## src/rtl/pdetect_pkg.sv

```systemverilog
// Shared definitions for the sync-pattern detector and inserter:
// default sync word, inserter state encoding and a pattern byte selector.
package pdetect_pkg;

  localparam logic [31:0] SYNC_PATTERN = 32'h0A0B0C0D;

  typedef enum logic [2:0] {
    IDLE,
    SYNC,
    PAYLOAD,
    CSUM,
    DONE
  } pinsert_state_e;

  // Byte idx of the sync word, MSB byte first on the wire.
  function automatic logic [7:0] pattern_byte(input logic [31:0] pat, input logic [1:0] idx);
    logic [7:0] b;
    case (idx)
      2'd0:    b = pat[31:24];
      2'd1:    b = pat[23:16];
      2'd2:    b = pat[15:8];
      default: b = pat[7:0];
    endcase
    return b;
  endfunction

endpackage

```

## src/rtl/pinsert.sv

```systemverilog
// Transmit framer: sync word, then PAYLOAD_LEN payload bytes on a registered valid/ready lane.
// Define PINSERT_CHECKSUM_EN to append an XOR checksum byte that carries o_eof.
//
// state   | meaning
// IDLE    | no frame, waiting for i_start
// SYNC    | loading the four sync pattern bytes
// PAYLOAD | passing upstream bytes through, bubbles allowed
// CSUM    | loading the XOR checksum byte (PINSERT_CHECKSUM_EN only)
// DONE    | EOF byte held until downstream accepts it
module pinsert
  import pdetect_pkg::*;
#(
  parameter logic [31:0] PATTERN     = SYNC_PATTERN,
  parameter int unsigned PAYLOAD_LEN = 16
) (
  input  logic       i_clk,
  input  logic       i_rst,
  input  logic       i_start,
  output logic       o_busy,
  input  logic [7:0] i_data,
  input  logic       i_valid,
  output logic       o_ready,
  output logic [7:0] o_data,
  output logic       o_valid,
  input  logic       i_ready,
  output logic       o_sof,
  output logic       o_eof
);

  localparam logic [7:0] LAST_IDX = 8'(PAYLOAD_LEN - 1);

  pinsert_state_e state, state_nxt;
  logic [7:0] count, count_nxt;
  logic [7:0] data_nxt;
  logic       valid_nxt, sof_nxt, eof_nxt, busy_nxt;
  logic       advance;
`ifdef PINSERT_CHECKSUM_EN
  logic [7:0] csum, csum_nxt;
`endif

  // The output register may load whenever it is empty or being drained.
  assign advance = !o_valid || i_ready;
  assign o_ready = (state == PAYLOAD) && advance;

  always_comb begin
    state_nxt = state;
    count_nxt = count;
    data_nxt  = o_data;
    valid_nxt = o_valid;
    sof_nxt   = o_sof;
    eof_nxt   = o_eof;
    busy_nxt  = o_busy;
`ifdef PINSERT_CHECKSUM_EN
    csum_nxt  = csum;
`endif
    case (state)
      IDLE: begin
        valid_nxt = 1'b0;
        sof_nxt   = 1'b0;
        eof_nxt   = 1'b0;
        if (i_start) begin
          state_nxt = SYNC;
          count_nxt = 8'd0;
          busy_nxt  = 1'b1;
`ifdef PINSERT_CHECKSUM_EN
          csum_nxt  = 8'd0;
`endif
        end
      end
      SYNC: begin
        if (advance) begin
          data_nxt  = pattern_byte(PATTERN, count[1:0]);
          valid_nxt = 1'b1;
          sof_nxt   = (count == 8'd0);
          eof_nxt   = 1'b0;
          if (count == 8'd3) begin
            state_nxt = PAYLOAD;
            count_nxt = 8'd0;
          end else begin
            count_nxt = count + 8'd1;
          end
        end
      end
      PAYLOAD: begin
        if (advance) begin
          sof_nxt = 1'b0;
          eof_nxt = 1'b0;
          if (i_valid) begin
            data_nxt  = i_data;
            valid_nxt = 1'b1;
            count_nxt = count + 8'd1;
`ifdef PINSERT_CHECKSUM_EN
            csum_nxt  = csum ^ i_data;
            if (count == LAST_IDX) state_nxt = CSUM;
`else
            if (count == LAST_IDX) begin
              eof_nxt   = 1'b1;
              state_nxt = DONE;
            end
`endif
          end else begin
            valid_nxt = 1'b0;
          end
        end
      end
`ifdef PINSERT_CHECKSUM_EN
      CSUM: begin
        if (advance) begin
          data_nxt  = csum;
          valid_nxt = 1'b1;
          sof_nxt   = 1'b0;
          eof_nxt   = 1'b1;
          state_nxt = DONE;
        end
      end
`endif
      DONE: begin
        if (i_ready) begin
          valid_nxt = 1'b0;
          eof_nxt   = 1'b0;
          busy_nxt  = 1'b0;
          state_nxt = IDLE;
        end
      end
      default: state_nxt = IDLE;
    endcase
  end

  always_ff @(posedge i_clk) begin
    if (i_rst) begin
      state   <= IDLE;
      count   <= 8'd0;
      o_data  <= 8'h00;
      o_valid <= 1'b0;
      o_sof   <= 1'b0;
      o_eof   <= 1'b0;
      o_busy  <= 1'b0;
`ifdef PINSERT_CHECKSUM_EN
      csum    <= 8'd0;
`endif
    end else begin
      state   <= state_nxt;
      count   <= count_nxt;
      o_data  <= data_nxt;
      o_valid <= valid_nxt;
      o_sof   <= sof_nxt;
      o_eof   <= eof_nxt;
      o_busy  <= busy_nxt;
`ifdef PINSERT_CHECKSUM_EN
      csum    <= csum_nxt;
`endif
    end
  end

endmodule
```

## config.mk

```make
export PLATFORM = sky130hd
export DESIGN_NAME = pinsert
export DESIGN_NICKNAME = d
export VERILOG_FILES = /design/src/rtl/pdetect_pkg.sv /design/src/rtl/pinsert.sv
export SDC_FILE = /design/constraint.sdc
export NUM_CORES = 1
export LEC_CHECK = 0
export CAP_MARGIN = 5
export CORE_ASPECT_RATIO = 1.4
export CORE_MARGIN = 2
export CORE_UTILIZATION = 45
export CTS_CLUSTER_SIZE = 24
export DETAILED_ROUTE_END_ITERATION = 12
export PLACE_DENSITY = 0.82
export REMOVE_ABC_BUFFERS = 1
export SLEW_MARGIN = 20
export SYNTH_ARGS = -nofsm -noshare
export SYNTH_HDL_FRONTEND = slang
export SYNTH_SLANG_ARGS = --single-unit
```

## constraint.sdc

```tcl
create_clock -name i_clk -period 4.65 [get_ports i_clk]
set_clock_uncertainty 0.05 [all_clocks]
set_input_delay 0.93 -clock i_clk [delete_from_list [all_inputs] [get_ports i_clk]]
set_output_delay 0.93 -clock i_clk [all_outputs]
set_load 0.01 [all_outputs]
```

==> key figures, run 1 <==
Finish
  – Non-filler cells, final: 194
  – End-of-flow core utilization: 0.601
  – Final net count: 178
  – Antenna fix cells: 0
  – Fraction of layout cells with a size suffix above 1: 0.0500
  – Synth-to-layout area growth: 24.9%

Clock tree
  – CTS Root Cell: clkbuf_4
  – Post-CTS Setup Bufs: 0
  – Cts bufs inserted: 3
  – Post-CTS sizing: 0
  – CTS clock-pin slew for the worst setup and hold paths: 0.13 ns
  – CTS sink count: 23
  – Worst skew pair latency: 0.31 ns
  – CTS tree: built
  – Clock Tree Buf Depth: 2
  – Post-CTS Hold Buffers: 0
  – H-tree levels: 1

Synthesis
  – Synth cell types: 34
  – Xor and xnor area share after synthesis: 0.0602
  – Largest area contributor in the netlist: dfxtp_1
  – Total of warnings raised by yosys: 0
  – Mux share of post-synthesis cell area: 0.00860
  – Synth top area share: 0.396
  – Largest family of logic cells by synthesized area: simple AND/OR/NAND/NOR gates
  – Register area share after synthesis: 0.396
  – Post-Synth Simple-Gate Area: 0.281
  – Post-Synth Adder-Cell Area: 0.0516
  – Syn Inst Count: 137
  – Synth top area cells: dfxtp_1 40%, nor2_1 7.7%, xnor2_1 5.3%, a21oi_1 5.2%, ha_1 4.3%
  – Synthesized flop and latch total: 23
  – Netlist Area Pre-Place: 1160 µm²
  – Synth Area in Compound Gates: 0.171
  – Synthesized area per cell: 8.49 µm²

STA
  – Setup Viol. Count Final: 0
  – Total negative setup slack: 0 ns
  – Worst hold slack: 0.410 ns
  – Post-layout minimum cycle time: 3.27 ns
  – Worst-margin pin slew: 0.640 ns
  – Slew Limit Fails: 0
  – Hold Violations, Final: 0
  – Max Clk Rate: 305 MHz
  – RSZ-0062 raised after global routing: no
  – Final period util: 0.704
  – Slew margin rel.: 0.573

Pwr
  – PwrDens: 369 nW/µm²
  – Switching share of total power: 0.358
  – Power Total: 0.000537 W
  – Logic pwr share: 0.361
  – Maximum vdd drop: 0.205 mV
  – Leak: 0.501 nW
  – Total internal power: 0.000345 W
  – Reg power frac: 0.466
  – Sw power: 0.000192 W
  – Clock power frac: 0.173

Global routing
  – GR met3 Demand/Resource: 0.0282
  – Met1 global-route usage: 0.200
  – Largest net degree at the start of global routing: 18
  – First-pass GRT wire length: 4350 µm
  – GR Util All Layers: 0.192
  – GR Overflow Total: 0
  – Grt peak-use layer: met2
  – Initial antenna violation count: 0
  – Vias in the first global route: 1065
  – GR Util met2: 0.351

Floorplan
  – Initial Util: 0.481
  – Die W: 47.0 µm
  – Num rows: 21
  – I/O pin count: 26
  – Core area: 2420 µm²
  – Die area: 3010 µm²
  – Die height: 64.2 µm

Worst setup path
  – Worst EP arrival: 2.29 ns
  – R2r setup slk: 2.58 ns
  – CP required: 3.67 ns
  – Most frequent CP cell: clkdlybuf4s50_1
  – Setup crit end kind: output pin
  – CP Max Fanout: 6
  – Crit-path max cell delay: 0.49 ns
  – WS Path Type: primary input to output pin
  – CP Cell Sequence: clkdlybuf4s50_1 > nor2b_1 > nor2_1 > clkdlybuf4s50_1
  – CP max-delay cell: clkdlybuf4s50_1
  – CP Launch Type: primary input

Routing
  – Routed WL per cell: 13.1 µm
  – Vias per cell: 5.48
  – Remaining antenna violation count: 0
  – Initial DRT Pass Iterations: 4
  – Vias: 1063
  – Starting DRT DRC Count: 11
  – Drt drc: 0
  – DRT Wirelength: 2540 µm

Place
  – Gpl congestion: 0.776
  – Post-placement cell count: 190
  – Post-DP HPWL: 1940 µm
  – Input/output buffers: 25

Status
  – Status: complete, no violations

Run
  – Max-capacitance violation count: 0

Worst hold path
  – Worst hold path type: flip-flop to flip-flop
-- routing by layer --
metal  wire length, µm  up-vias
li1                  -      534
met1              1060      496
met2              1350       26
met3                82        7
met4                56        0
met5                 0        -
-- logic make-up (layout without fill, tap and decap cells) --
| kind of cell | after synthesis | in the layout |
|---|---|---|
| adders and majority gates | 5 | 5 |
| AOI/OAI and AO/OA | 28 | 28 |
| DFF | 23 | 23 |
| and+or+nand+nor | 64 | 64 |
| xor gates and xnor gates | 8 | 8 |
| muxes | 1 | 1 |
| buffers and inverters | 8 | 31 |
-- flip-flops by register name, indices dropped and copies added, names as in the netlist --
register / flops
count: 8
o_data: 8
state: 3
o_busy: 1
o_eof: 1
o_sof: 1
o_valid: 1
-- worst paths after layout --
check | depth (start not counted) | to | from
setup / recovery | 4 | o_ready | i_ready
hold / removal | 2 | o_data[2] | o_data[2]
setup reg to reg | 5 | count[4] | state[1]
hold reg to reg | 2 | o_data[2] | o_data[2]
-- cells in the mapped netlist --
master and number:
a211oi_1 2, buf_1 1, xnor2_1 7, nor3_1 5
nor4b_1 3, nand3_1 2, a22oi_1 4, ha_1 4
nor3_2 1, maj3_1 1, a21o_1 2, a31o_2 1
nor3b_1 1, nor4_1 4, inv_1 2, nor2b_1 3
nand4_1 2, o21ai_0 2, nor3b_2 1, nand2_1 11
buf_4 2, mux2i_1 1, a311oi_1 2, or2_1 1
clkbuf_1 3, a2111oi_4 1, or4_1 1, a21oi_1 12
xor2_1 1, o211ai_1 2, or3_1 4, nor2_1 24
dfxtp_1 23, and4_1 1
-- layout make-up --
class	count	area (µm²)
Clock buffer	3	22.5
Clock inverter	1	5.00
Fill cell	228	963
Inverter	2	7.51
Multi-Input combinational cell	106	666
Sequential cell	23	460
Tap cell	34	42.5
Timing Repair Buffer	25	250
-- critical path, delay by kind of cell --
family / cells / cell delay, ns
buf+inv: 2 / 0.95
simple gates: 2 / 0.42
-- stage by stage --
step	setup WS, ns	area, µm²
floorplan	2.36	1130
global placement	1.39	1430
detailed placement	1.38	1430
CTS	1.38	1450
global route	1.24	1450
finish	1.38	1450
-- power groups by stage --
stage	combinational (W)	sequential (W)	clock [W]
after floorplan	0.000118	0.000255	0
after global placement	0.000188	0.000252	0
after CTS	0.000195	0.000250	0.0000959
after detailed placement	0.000194	0.000254	0
final	0.000194	0.000250	0.0000931
after global routing	0.000216	0.000255	0.000104
-- cell usage in the layout (no fill, tap or decap), types with 2 or more instances in the layout --
cell             count
clkdlybuf4s50_1     25
nor2_1              24
dfxtp_1             23
a21oi_1             12
nand2_1             11
xnor2_1              7
nor3_1               5
nor4_1               4
a22oi_1              4
or3_1                4
ha_1                 4
nor2b_1              3
nor4b_1              3
clkbuf_4             3
inv_1                2
a21o_1               2
nand3_1              2
o211ai_1             2
a211oi_1             2
a311oi_1             2
o21ai_0              2
nand4_1              2
Note: power is estimated with default switching activity, not from simulation.
==> run 2: changes to the inputs <==
--- a/config.mk
+++ b/config.mk
@@ -8,10 +8,10 @@
 export CAP_MARGIN = 5
 export CORE_ASPECT_RATIO = 1.4
 export CORE_MARGIN = 2
-export CORE_UTILIZATION = 45
+export CORE_UTILIZATION = 44
 export CTS_CLUSTER_SIZE = 24
 export DETAILED_ROUTE_END_ITERATION = 12
-export PLACE_DENSITY = 0.82
+export PLACE_DENSITY = 0.83
 export REMOVE_ABC_BUFFERS = 1
 export SLEW_MARGIN = 20
 export SYNTH_ARGS = -nofsm -noshare
==> constraint.sdc (replaced) <==
create_clock -name i_clk -period 3 [get_ports i_clk]
set_clock_uncertainty 0.05 [all_clocks]
set_input_delay 0.6 -clock i_clk [delete_from_list [all_inputs] [get_ports i_clk]]
set_output_delay 0.6 -clock i_clk [all_outputs]
set_load 0.01 [all_outputs]
==> key figures, run 2 (synthesis gave the netlist of run 1 again) <==
Status
  – Status: complete, no violations

STA
  – Slew Limit Fails: 0 (unchanged)
  – Setup Viol. Count Final: 0 (unchanged)
  – Post-layout minimum cycle time: 2.68 ns
  – Worst hold slack: 0.419 ns (+0.00879 ns)
  – Total negative setup slack: 0 ns (unchanged)
  – Slew margin rel.: 0.577 (+0.00393)
  – Worst-margin pin slew: 0.634 ns (-0.00589 ns)
  – RSZ-0062 raised after global routing: no
  – Max Clk Rate: 373 MHz
  – Final period util: 0.894
  – Hold Violations, Final: 0 (unchanged)

Pwr
  – Logic pwr share: 0.365 (+0.004)
  – Leak: 0.499 nW (-0.54%)
  – Switching share of total power: 0.353 (-0.00432)
  – Maximum vdd drop: 0.254 mV (+24%)
  – PwrDens: 571 nW/µm² (+55%)
  – Clock power frac: 0.170 (-0.003)
  – Sw power: 0.000294 W (+53%)
  – Total internal power: 0.000537 W (+56%)
  – Reg power frac: 0.466 (about the same)

Worst setup path
  – Crit-path max cell delay: 0.50 ns (about the same)
  – CP max-delay cell: clkdlybuf4s50_1
  – WS Path Type: primary input to output pin
  – Most frequent CP cell: clkdlybuf4s50_1
  – CP Launch Type: primary input
  – CP Cell Sequence: clkdlybuf4s50_1 > nor2b_1 > nor2_1 > clkdlybuf4s50_1
  – Critical path buffer and inverter count: 2 (unchanged)
  – CP Max Fanout: 6 (unchanged)
  – Crit-path leading delay family: buffers and inverters
  – CP required: 2.35 ns (-1.32 ns)
  – Setup crit end kind: output pin
  – Worst EP arrival: 2.03 ns (-0.26 ns)

Finish
  – Commonest non-fill, non-tap cell in the layout: clkdlybuf4s50_1
  – Most frequent cells in the layout: 25 x clkdlybuf4s50_1, 24 x nor2_1, 23 x dfxtp_1
  – Post-route cell area: 1460 µm² (about the same)
  – Synth-to-layout area growth: 25.1% (about the same)
  – Antenna fix cells: 0 (unchanged)
  – Fraction of layout cells with a size suffix above 1: 0.0438 (-0.00625)
  – End-of-flow core utilization: 0.568 (-0.0330)
  – Final net count: 178 (unchanged)
  – Biggest regs: count x8, o_data x8, state x3

Place
  – Post-DP HPWL: 1950 µm (+0.50%)
  – Placed Area: 1430 µm² (+0.18%)
  – Input/output buffers: 25 (unchanged)
  – Gpl congestion: 0.886 (+14%)

Routing
  – Starting DRT DRC Count: 36 (+25)
  – Initial DRT Pass Iterations: 4 (unchanged)
  – Remaining antenna violation count: 0 (unchanged)
  – DRT Wirelength: 2600 µm (+2.2%)
  – Vias per cell: 5.49 (+0.28%)
  – Vias: 1077 (+1.3%)
  – Drt drc: 0 (unchanged)
  – Routed WL per cell: 13.2 µm (+1.1%)

Run
  – Max-capacitance violation count: 0 (unchanged)

Global routing
  – Vias in the first global route: 1067 (+0.19%)
  – First-pass GRT wire length: 4440 µm (+2.2%)
  – Largest net degree at the start of global routing: 18 (unchanged)
  – GR Overflow Total: 0 (unchanged)
  – Initial antenna violation count: 0 (unchanged)
  – GR Util All Layers: 0.191 (-0.000968)

Clock tree
  – CTS tree: built
  – Worst skew pair latency: 0.31 ns (about the same)
  – CTS clock-pin slew for the worst setup and hold paths: 0.12 ns (about the same)
  – CTS sink count: 23 (unchanged)
  – Clock Tree Buf Depth: 2 (unchanged)
  – Cts bufs inserted: 3 (unchanged)
  – Post-CTS Setup Bufs: 0 (unchanged)
  – Post-CTS sizing: 0 (unchanged)
  – H-tree levels: 1 (unchanged)
  – Post-CTS Hold Buffers: 0 (unchanged)
  – CTS Root Cell: clkbuf_4

Floorplan
  – Die W: 47.5 µm (+1.0%)
  – Die height: 64.8 µm (+1.1%)
  – Die area: 3080 µm² (+2.1%)
  – Core area: 2560 µm² (+5.9%)
  – Num rows: 22 (+4.8%)
  – I/O pin count: 26 (unchanged)
  – Initial Util: 0.455 (-0.0268)

Worst hold path
  – Worst hold path type: flip-flop to flip-flop
-- run 2: cell types whose count changed in the layout (fill, tap and decap cells not counted), sizes merged --
cell,delta
clkinv,-1
clkbuf,+1
-- run 2: power groups by stage --
stage / sequential, W / combinational, W / clock [W]
CTS: 0.000386 / 0.000302 / 0.000144
floorplan: 0.000395 / 0.000183 / 0
global route: 0.000394 / 0.000338 / 0.000161
global placement: 0.000391 / 0.000292 / 0
detailed placement: 0.000394 / 0.000300 / 0
finish: 0.000387 / 0.000303 / 0.000141
-- run 2: cell type report --
class | count | area [µm²]
inverters | 2 | 7.51
multi-input cells | 106 | 666
fillers | 231 | 1100
repair buffers | 25 | 250
flip-flops and latches | 23 | 460
well taps | 36 | 45.0
clock buffers | 4 | 26.3
-- run 2: per-layer routing --
layer,routed length [µm],up-vias,track usage
met5,0,-,0
met2,1400,19,0.319
met1,1080,516,0.229
met3,79,5,0.0279
met4,43,0,0.0868
li1,-,537,-
-- run 2: tightest hold or removal path, stage by stage (launching register included) --
cell	delay (ns)
dfxtp_1	0.33
nand2_1	0.05
a21oi_1	0.05
-- run 2: final timing paths --
path / startpoint / end / slack (ns) / depth (start not counted)
max reg2reg: state[1] / count[4] / 0.96 / 5
min reg2reg: o_data[2] / o_data[2] / 0.42 / 2
min: o_data[2] / o_data[2] / 0.42 / 2
max: i_ready / o_ready / 0.32 / 4
-- run 2: stage by stage --
step	instances	worst slack [ns]	power (W)
finish	196	0.318	0.000831
global placement	192	0.344	0.000683
global route	196	0.255	0.000892
detailed placement	192	0.342	0.000694
floorplan	131	1.13	0.000579
CTS	196	0.332	0.000833
==> run 3: changes to the inputs <==
--- a/config.mk
+++ b/config.mk
@@ -11,7 +11,7 @@
 export CORE_UTILIZATION = 44
 export CTS_CLUSTER_SIZE = 24
 export DETAILED_ROUTE_END_ITERATION = 12
-export PLACE_DENSITY = 0.83
+export PLACE_DENSITY = 0.74
 export REMOVE_ABC_BUFFERS = 1
 export SLEW_MARGIN = 20
 export SYNTH_ARGS = -nofsm -noshare
==> key figures, run 3 (synthesis gave the netlist of run 1 again) <==
Status
  – Status: complete, no violations

Worst setup path
  – CP Cell Sequence: clkdlybuf4s50_1 > nor2b_1 > nor2_1 > clkdlybuf4s50_1
  – Critical path buffer and inverter count: 2 (unchanged)
  – Worst EP arrival: 2.00 ns (-0.03 ns)
  – WP depth: 4 (unchanged)
  – R2R Path End: count[0]
  – Worst r2r src: state[1]
  – Most frequent CP cell: clkdlybuf4s50_1
  – CP required: 2.35 ns (about the same)
  – CP Max Fanout: 6 (unchanged)
  – CP Launch Type: primary input
  – R2r setup slk: 0.95 ns (about the same)
  – Crit-path max cell delay: 0.49 ns (about the same)
  – CP max-delay cell: clkdlybuf4s50_1
  – Crit-path leading delay family: buffers and inverters
  – Setup crit end kind: output pin
  – FF-to-FF path depth: 5 (unchanged)
  – WS Path Type: primary input to output pin

Pwr
  – Logic pwr share: 0.362 (-0.003)
  – Total internal power: 0.000537 W (about the same)
  – Clock power frac: 0.169 (about the same)
  – Sw power: 0.000285 W (-2.9%)
  – PwrDens: 565 nW/µm² (-1.1%)
  – Switching share of total power: 0.347 (-0.00656)
  – Maximum vdd drop: 0.271 mV (+6.5%)
  – Leak: 0.499 nW (unchanged)
  – Reg power frac: 0.470 (+0.004)

Routing
  – DRT Wirelength: 2390 µm (-7.9%)
  – Drt drc: 0 (unchanged)
  – Starting DRT DRC Count: 16 (-56%)
  – Initial DRT Pass Iterations: 4 (unchanged)
  – Routed WL per cell: 12.2 µm (-7.9%)
  – Remaining antenna violation count: 0 (unchanged)
  – Vias per cell: 5.41 (-1.5%)
  – Vias: 1061 (-1.5%)

Clock tree
  – CTS sink count: 23 (unchanged)
  – Clock Tree Buf Depth: 2 (unchanged)
  – Worst skew pair latency: 0.30 ns (about the same)
  – CTS tree: built
  – Post-CTS sizing: 0 (unchanged)
  – Post-CTS Setup Bufs: 0 (unchanged)
  – H-tree levels: 1 (unchanged)
  – Post-CTS Hold Buffers: 0 (unchanged)
  – CTS clock-pin slew for the worst setup and hold paths: 0.12 ns (about the same)
  – CTS Root Cell: clkbuf_4
  – Cts bufs inserted: 3 (unchanged)

Worst hold path
  – End of the worst hold path: o_eof
  – Worst hold path type: flip-flop to flip-flop
  – HP Start: o_eof
  – Worst hold stages: 2 (unchanged)

Global routing
  – Initial antenna violation count: 0 (unchanged)
  – First-pass GRT wire length: 3870 µm (-13%)
  – GR Util met2: 0.309 (-0.0101)
  – Met1 global-route usage: 0.191 (-0.0379)
  – Grt peak-use layer: met2
  – Largest net degree at the start of global routing: 18 (unchanged)
  – GR met3 Demand/Resource: 0.0251 (-0.00279)
  – Vias in the first global route: 961 (-9.9%)
  – GR Overflow Total: 0 (unchanged)
  – GR Util All Layers: 0.170 (-0.0210)

STA
  – Setup Viol. Count Final: 0 (unchanged)
  – Final period util: 0.883 (-0.0107)
  – Hold Violations, Final: 0 (unchanged)
  – Slew Limit Fails: 0 (unchanged)
  – Total negative setup slack: 0 ns (unchanged)
  – Max Clk Rate: 377 MHz (+1.2%)
  – Worst-margin pin slew: 0.635 ns (+0.000887 ns)
  – Post-layout minimum cycle time: 2.65 ns (-0.0322 ns)
  – RSZ-0062 raised after global routing: no
  – Slew margin rel.: 0.576 (-0.000592)

Floorplan
  – Initial Util: 0.455 (unchanged)
  – Core area: 2560 µm² (unchanged)
  – I/O pin count: 26 (unchanged)
  – Num rows: 22 (unchanged)
  – Die W: 47.5 µm (unchanged)
  – Die area: 3080 µm² (unchanged)
  – Die height: 64.8 µm (unchanged)

Run
  – Max-capacitance violation count: 0 (unchanged)

Finish
  – Most frequent cells in the layout: 25 x clkdlybuf4s50_1, 24 x nor2_1, 23 x dfxtp_1
  – Synth-to-layout area growth: 25.1% (unchanged)
  – Biggest regs: count x8, o_data x8, state x3
  – Antenna fix cells: 0 (unchanged)
  – Final net count: 178 (unchanged)
  – Commonest non-fill, non-tap cell in the layout: clkdlybuf4s50_1
  – Fraction of layout cells with a size suffix above 1: 0.0438 (unchanged)
  – Non-filler cells, final: 196 (unchanged)

Place
  – Gpl congestion: 0.823 (-7.0%)
  – Input/output buffers: 25 (unchanged)
  – Post-DP HPWL: 1820 µm (-6.9%)
  – Post-placement cell count: 192 (unchanged)
==> run 3: per-stage QoR <==
step / instance area [µm²] / hold WS, ns / power [W] / utilization / setup slack, ns
3_5_place_dp: 1430 / 0.398 / 0.000691 / 0.558 / 0.344
4_1_cts: 1460 / 0.416 / 0.000832 / 0.568 / 0.346
3_3_place_gp: 1430 / 0.391 / 0.000684 / 0.558 / 0.398
2_1_floorplan: 1130 / 0.420 / 0.000579 / - / 1.13
6_report: 1460 / 0.410 / 0.000822 / 0.568 / 0.350
5_1_grt: 1460 / 0.436 / 0.000881 / 0.568 / 0.250
==> run 3: worst max-delay path by stage <==
stage	startpoint	to	slack (ns)
3_5_place_dp	i_ready	o_ready	0.34
3_3_place_gp	i_ready	o_ready	0.40
6_report	i_ready	o_ready	0.35
2_1_floorplan	i_start	count[0]	1.13
4_1_cts	i_ready	o_ready	0.35
5_1_grt	i_ready	o_ready	0.25
==> run 3: worst reg2reg max path: stages, from the launching register on <==
cell and delay (ns):
dfxtp_1 0.60, nor2b_1 0.14, a2111oi_4 0.59, nor3_2 0.14
a31o_2 0.34, nor2_1 0.13
==> run 3: power groups by stage <==
stage / Clock [W] / Combinational [W] / Sequential, W
finish: 0.000139 / 0.000297 / 0.000386
global route: 0.000158 / 0.000331 / 0.000392
CTS: 0.000147 / 0.000300 / 0.000386
detailed placement: 0 / 0.000298 / 0.000393
global placement: 0 / 0.000294 / 0.000390
floorplan: 0 / 0.000183 / 0.000395
==> run 3: layout make-up <==
class,instances,area [µm²]
fill,254,1100
multi-input combinational,106,666
sequential,23,460
timing repair buffer,25,250
tap,36,45.0
clock buffer,4,26.3
inverter,2,7.51
==> run 3: routing by layer <==
metal | part of all wire | vias up
met2 | 0.51 | 29
li1 | - | 541
met5 | 0 | -
met4 | 0.0096 | 0
met3 | 0.041 | 4
met1 | 0.44 | 487
